===== config.mk =====
export PLATFORM = sky130hd
export DESIGN_NAME = serial_io_chain
export DESIGN_NICKNAME = d
export VERILOG_FILES = /design/src/rtl/serial_io_chain.sv
export SDC_FILE = /design/constraint.sdc
export NUM_CORES = 1
export LEC_CHECK = 0
export CAP_MARGIN = 20
export CORE_AREA = 3 3 83 85
export CTS_CLUSTER_SIZE = 30
export DETAILED_ROUTE_END_ITERATION = 16
export DIE_AREA = 0 0 86 88
export PLACE_DENSITY_LB_ADDON = 0.12
export SYNTH_ARGS = -nofsm -noshare
export SYNTH_HDL_FRONTEND = slang
export SYNTH_SLANG_ARGS = --single-unit

===== constraint.sdc =====
create_clock -name i_CLK -period 2.2 [get_ports i_CLK]
set_input_delay 0.55 -clock i_CLK [delete_from_list [all_inputs] [get_ports i_CLK]]
set_output_delay 0.55 -clock i_CLK [all_outputs]
set_load 0.02 [all_outputs]

===== src/rtl/serial_io_chain.sv =====
// serial_io_chain: one engine that, in a single frame, shifts a word into a
// daisy-chained 595-style output register and reads a 165-style input chain.
// Frame: IDLE -> LOAD (input parallel load) -> SHIFT (FRAME bits) -> LATCH
// (output commit) -> DONE (publish captured word) -> IDLE or LOAD.
// Optional feature macro: SERIAL_IO_CHANGE_EN adds the per-bit change mask
// o_InChanged; without it o_InChanged is tied to zero.
module serial_io_chain #(
    parameter int OUT_WIDTH  = 16,
    parameter int IN_WIDTH   = 16,
    parameter int CLK_DIV    = 2,
    parameter int CONTINUOUS = 0
) (
    input  logic                 i_CLK,
    input  logic                 i_RESET,
    input  logic                 i_Start,
    input  logic [OUT_WIDTH-1:0] i_OutData,
    output logic                 o_Busy,
    output logic                 o_SCLK,
    output logic                 o_SerOut,
    output logic                 o_OutLatch,
    input  logic                 i_SerIn,
    output logic                 o_InLatch,
    output logic [IN_WIDTH-1:0]  o_InData,
    output logic                 o_Valid,
    output logic [IN_WIDTH-1:0]  o_InChanged
);

    // Longer of the two chains sets the number of shift clocks per frame.
    localparam int FRAME = (OUT_WIDTH > IN_WIDTH) ? OUT_WIDTH : IN_WIDTH;
    // Every timed phase (LOAD, one bit of SHIFT, LATCH) lasts 2*CLK_DIV cycles.
    localparam int PHASE = 2 * CLK_DIV;
    localparam int CNT_W = (PHASE > 1) ? $clog2(PHASE) : 1;
    localparam int BIT_W = $clog2(FRAME + 1);

    localparam logic [CNT_W-1:0] PHASE_LAST = CNT_W'(PHASE - 1);
    localparam logic [CNT_W-1:0] SCLK_HIGH  = CNT_W'(CLK_DIV);
    localparam logic [CNT_W-1:0] SAMPLE_AT  = CNT_W'(CLK_DIV - 1);
    localparam logic [BIT_W-1:0] BIT_LAST   = BIT_W'(FRAME - 1);
    localparam logic [BIT_W-1:0] IN_BITS    = BIT_W'(IN_WIDTH);

    typedef enum logic [2:0] {
        ST_IDLE,
        ST_LOAD,
        ST_SHIFT,
        ST_LATCH,
        ST_DONE
    } state_t;

    state_t              state_reg, state_next;
    logic [CNT_W-1:0]    phase_reg, phase_next;
    logic [BIT_W-1:0]    bit_reg, bit_next;
    logic [FRAME-1:0]    out_shift_reg, out_shift_next;
    logic [IN_WIDTH-1:0] in_shift_reg, in_shift_next;
    logic [IN_WIDTH-1:0] in_data_reg;

    logic busy_reg, busy_next;
    logic sclk_reg, sclk_next;
    logic ser_out_reg, ser_out_next;
    logic out_latch_reg, out_latch_next;
    logic in_latch_reg, in_latch_next;
    logic valid_reg, valid_next;
    logic load_word;
    logic phase_last;

    assign phase_last = (phase_reg == PHASE_LAST);

    // Next-state, counters, shift/capture registers and next output values.
    always_comb begin
        state_next     = state_reg;
        phase_next     = phase_reg;
        bit_next       = bit_reg;
        out_shift_next = out_shift_reg;
        in_shift_next  = in_shift_reg;
        load_word      = 1'b0;

        case (state_reg)
            ST_IDLE: begin
                phase_next = '0;
                bit_next   = '0;
                if ((CONTINUOUS != 0) || i_Start) begin
                    state_next = ST_LOAD;
                    load_word  = 1'b1;
                end
            end
            ST_LOAD: begin
                if (phase_last) begin
                    phase_next = '0;
                    bit_next   = '0;
                    state_next = ST_SHIFT;
                end else begin
                    phase_next = phase_reg + 1'b1;
                end
            end
            ST_SHIFT: begin
                // SCLK rises on the edge leaving phase CLK_DIV-1: sample here,
                // while the input chain still presents the current bit.
                if ((phase_reg == SAMPLE_AT) && (bit_reg < IN_BITS)) begin
                    in_shift_next = (in_shift_reg << 1) | IN_WIDTH'(i_SerIn);
                end
                if (phase_last) begin
                    phase_next     = '0;
                    out_shift_next = out_shift_reg << 1;
                    if (bit_reg == BIT_LAST) begin
                        state_next = ST_LATCH;
                    end else begin
                        bit_next = bit_reg + 1'b1;
                    end
                end else begin
                    phase_next = phase_reg + 1'b1;
                end
            end
            ST_LATCH: begin
                if (phase_last) begin
                    phase_next = '0;
                    state_next = ST_DONE;
                end else begin
                    phase_next = phase_reg + 1'b1;
                end
            end
            ST_DONE: begin
                phase_next = '0;
                bit_next   = '0;
                if (CONTINUOUS != 0) begin
                    state_next = ST_LOAD;
                    load_word  = 1'b1;
                end else begin
                    state_next = ST_IDLE;
                end
            end
            default: begin
                state_next = ST_IDLE;
                phase_next = '0;
                bit_next   = '0;
            end
        endcase

        // Zero-extension puts the pad bits on top, so they are sent first.
        if (load_word) begin
            out_shift_next = FRAME'(i_OutData);
        end

        // Outputs are derived from the next state and registered, so they
        // line up with the state they describe and cannot glitch.
        busy_next      = (state_next != ST_IDLE);
        sclk_next      = (state_next == ST_SHIFT) && (phase_next >= SCLK_HIGH);
        ser_out_next   = (state_next == ST_SHIFT) ? out_shift_next[FRAME-1] : 1'b0;
        in_latch_next  = (state_next == ST_LOAD);
        out_latch_next = (state_next == ST_LATCH);
        valid_next     = (state_next == ST_DONE);
    end

    // State, counters, data path and registered outputs.
    always_ff @(posedge i_CLK or posedge i_RESET) begin
        if (i_RESET) begin
            state_reg     <= ST_IDLE;
            phase_reg     <= '0;
            bit_reg       <= '0;
            out_shift_reg <= '0;
            in_shift_reg  <= '0;
            in_data_reg   <= '0;
            busy_reg      <= 1'b0;
            sclk_reg      <= 1'b0;
            ser_out_reg   <= 1'b0;
            out_latch_reg <= 1'b0;
            in_latch_reg  <= 1'b0;
            valid_reg     <= 1'b0;
        end else begin
            state_reg     <= state_next;
            phase_reg     <= phase_next;
            bit_reg       <= bit_next;
            out_shift_reg <= out_shift_next;
            in_shift_reg  <= in_shift_next;
            busy_reg      <= busy_next;
            sclk_reg      <= sclk_next;
            ser_out_reg   <= ser_out_next;
            out_latch_reg <= out_latch_next;
            in_latch_reg  <= in_latch_next;
            valid_reg     <= valid_next;
            if (valid_next) begin
                in_data_reg <= in_shift_reg;
            end
        end
    end

`ifdef SERIAL_IO_CHANGE_EN
    logic [IN_WIDTH-1:0] changed_reg;

    // Change mask against the previously published word, updated with o_Valid.
    always_ff @(posedge i_CLK or posedge i_RESET) begin
        if (i_RESET) begin
            changed_reg <= '0;
        end else if (valid_next) begin
            changed_reg <= in_shift_reg ^ in_data_reg;
        end
    end

    assign o_InChanged = changed_reg;
`else
    assign o_InChanged = '0;
`endif

    assign o_Busy     = busy_reg;
    assign o_SCLK     = sclk_reg;
    assign o_SerOut   = ser_out_reg;
    assign o_OutLatch = out_latch_reg;
    assign o_InLatch  = in_latch_reg;
    assign o_InData   = in_data_reg;
    assign o_Valid    = valid_reg;

endmodule


==> results.json <==
{
  "run_status": "finished clean",
  "vias": 1919,
  "number_of_diodes_added_for_antenna_fixing": 0,
  "commonest_non_fill_non_tap_cell_in_the_layout": "nand2_1",
  "power.leakage_nw": 1.65,
  "drt_pre_antenna_iters": 4,
  "layout.cell_area.non_filler_um2": 3560,
  "critical_path.slowest_cell": "dfrtp_1",
  "cts.hold.buffers_added": 0,
  "viasPerCell": 4.87,
  "buffering_stage_count_on_the_worst_path_with_inverters_included": 1,
  "first_global_vias": 1937,
  "fin_setup_tns_ps": 0,
  "simple_gate_portion_of_the_synthesized_area_pct": 16.4,
  "finClkSkew_ps": 9.89,
  "synth_area_um2": 2830,
  "maxSlewViolCount": 0,
  "cp_data_required_time_ps": 2430,
  "gp_routability_congestion": 0.767,
  "final_cell_count_no_fill": 394,
  "synth.yosys.seq_area_share_pct": 56.5,
  "timing.reg2reg.worst_path_depth": 8,
  "report.final.setup_viol": 0,
  "number_of_antenna_violations_at_the_first_check_in_global_routing": 0,
  "min_to": "o_InData[6]$_DFFE_PP0N_",
  "rows": 29,
  "final_core_util_pct": 56.7,
  "period_needed_ps": 2050,
  "postPlaceCellArea_um2": 3340,
  "fp.coreArea_um2": 6280,
  "totalWireLength_mm": 5.20,
  "syn2layout_area_growth_pct": 25.5,
  "drt_drc_violations_left": 0,
  "grt.overflow.total": 0,
  "worst_setup_ep_type": "flip-flop",
  "dp_hpwl_mm": 3.31,
  "wl_per_cell_um": 13.2,
  "path_common_cell": "ha_1",
  "antenna_violating_nets_post_route": 0,
  "post_synth_mux_area_share_pct": 12.1,
  "largest_family_of_logic_cells_by_synthesized_area": "simple AND/OR/NAND/NOR gates",
  "clk_root_buffer_cell": "clkbuf_8",
  "min_path_type": "flip-flop to flip-flop",
  "critical_path.reg2reg.endpoint": "bit_reg[1]$_DFFE_PP0P_",
  "dp_slack_ps": 182,
  "fin_crit_sh_pct": 93.3,
  "gr-usage-all-layers_pct": 15.2,
  "design.die.area_um2": 7570,
  "slew-limit-headroom_pct": 63.4,
  "cap_viol_max_count": 0,
  "p_per_area_nw_per_um2": 678,
  "portBuffers": 41,
  "worstHoldPathCells": 2,
  "cts_tree": "yes",
  "synth_compound_gate_area_share_pct": 6.05,
  "grt_setup_unrepaired": "no",
  "min-delay-start": "o_InData[6]$_DFFE_PP0N_",
  "setup.worst_path.class": "flip-flop to flip-flop",
  "cp.arrival_ps": 2280,
  "cts-buffers-inserted": 9,
  "final_cell_mix": "nand2_1, dfrtp_1, clkdlybuf4s50_1",
  "ctsLongestPathBuffers": 2,
  "clock-sinks": 64,
  "finalHoldWorstSlack_ps": 480,
  "initial_core_util_pct": 45.1,
  "fmax_ghz": 0.487,
  "worst_setup_sp_type": "flip-flop",
  "io-pin-count": 58,
  "critical_path.cell_chain": "ha_1, and3_1, ha_1, nand2b_1, a211oi_1, buf_4, nor2_1, mux2_2",
  "final_layout_size_suffix_gt1_share_pct": 15.1,
  "yosys.cell_types.count": 38,
  "setup_slack_ps": 147,
  "r2r_slack_ps": 150,
  "floorplan.die.width_um": 86,
  "cts.reportedPaths.clkPinSlew_ps": 70,
  "ys_ff_latch": 64,
  "synth_xor_xnor_area_share_pct": 0,
  "critical-path-max-stage-delay_ps": 410,
  "grt_start_max_net_pins": 65,
  "crit_path_max_fanout": 4,
  "worst_slew_pin_slew_ps": 550,
  "cts_resized": 0,
  "htreeDepth": 3,
  "clock_latency_ps": 340,
  "ir_drop_mv": 0.595,
  "placed_cells_incl_taps": 378,
  "syn-instance-count": 264,
  "total_power_mw": 2.41,
  "post_synthesis_average_cell_area_um2": 10.7,
  "grt_pass1_wl_mm": 8.86,
  "yosys_warnings": 0,
  "fp.dieH_um": 88,
  "first_iter_violations": 77,
  "r2r-start": "bit_reg[0]$_DFFE_PP0P_",
  "synthesized_area_fraction_occupied_by_adder_cells_pct": 1.77,
  "critical-path-top-delay-family": "adder cells",
  "cts_post_setup_buffers_inserted": 0,
  "fin_nets": 336,
  "hold_viol_final": 0
}
-- cells by family (layout without fill, tap and decap cells) --
group | Yosys count | after routing
other | 1 | 16
multiplexers | 32 | 32
flip-flops | 64 | 64
AND/OR/NAND/NOR | 101 | 101
adder cells (fa/ha/maj) | 4 | 4
buffers and inverters | 34 | 72
AO/OA/AOI/OAI | 28 | 28
-- metal layers --
layer  track usage [%]  wire (um)  vias up
met5                 0          0        -
met2              23.5       2490       42
met1              19.5       2420      928
li1                  -          -      942
met4              5.90         49        0
met3              5.55        245        7
-- cell type report --
class                   instances  area [um2]
fillers                       528        2720
flip-flops and latches         64        1600
multi-input cells             181        1110
repair buffers                 50         515
clock buffers                  11         131
well taps                      77        96.3
clock inverters                 5        81.3
inverters                       6        22.5
-- tightest hold or removal path, stage by stage (launching register included) --
cell,delay [ps]
dfrtp_1,340
nand2_1,50
nand2_1,60
-- synth_stat cells --
library cell	count	area, um2
a211o_1	1	8.76
a211oi_1	1	7.51
a21boi_0	1	7.51
a21o_1	1	7.51
a21oi_1	3	15.0
a22o_1	1	8.76
and2_1	3	18.8
and3_1	2	12.5
buf_2	4	20.0
buf_4	18	135
clkbuf_1	6	22.5
clkinv_1	1	3.75
conb_1	1	3.75
dfrtp_1	64	1600
ha_1	4	50.1
inv_1	5	18.8
mux2_2	17	191
mux2i_1	15	150
nand2_1	66	248
nand2b_1	4	25.0
nand3_1	1	5.00
nand3b_1	1	7.51
nand4_1	1	6.26
nand4b_1	1	8.76
nor2_1	10	37.5
nor2b_1	2	12.5
nor3_1	4	20.0
nor4b_4	1	23.8
nor4bb_1	1	10.0
o21ai_0	15	75.1
o21ba_2	1	10.0
o21bai_1	1	7.51
o22ai_1	1	6.26
o2bb2ai_1	1	8.76
o32ai_1	1	8.76
or2_2	1	6.26
or3_1	1	6.26
or3b_2	2	17.5
-- worst max-delay path by stage --
stage / start / endpoint / cells after the start
after global routing: bit_reg[0]$_DFFE_PP0P_ / bit_reg[1]$_DFFE_PP0P_ / 8
after CTS: bit_reg[0]$_DFFE_PP0P_ / bit_reg[1]$_DFFE_PP0P_ / 8
after detailed placement: bit_reg[0]$_DFFE_PP0P_ / bit_reg[1]$_DFFE_PP0P_ / 8
final: bit_reg[0]$_DFFE_PP0P_ / bit_reg[1]$_DFFE_PP0P_ / 8
after global placement: bit_reg[0]$_DFFE_PP0P_ / bit_reg[1]$_DFFE_PP0P_ / 8
after floorplan: i_RESET / bit_reg[0]$_DFFE_PP0P_ / 1
-- power breakdown --
group / leakage, nW / switching [mW] / internal [mW]
clock: 0.104 / 0.462 / 0.639
sequential: 0.824 / 0.00999 / 1.19
combinational: 0.719 / 0.0600 / 0.0487
total: 1.65 / 0.532 / 1.88
Power figures use the tool's default switching activity.
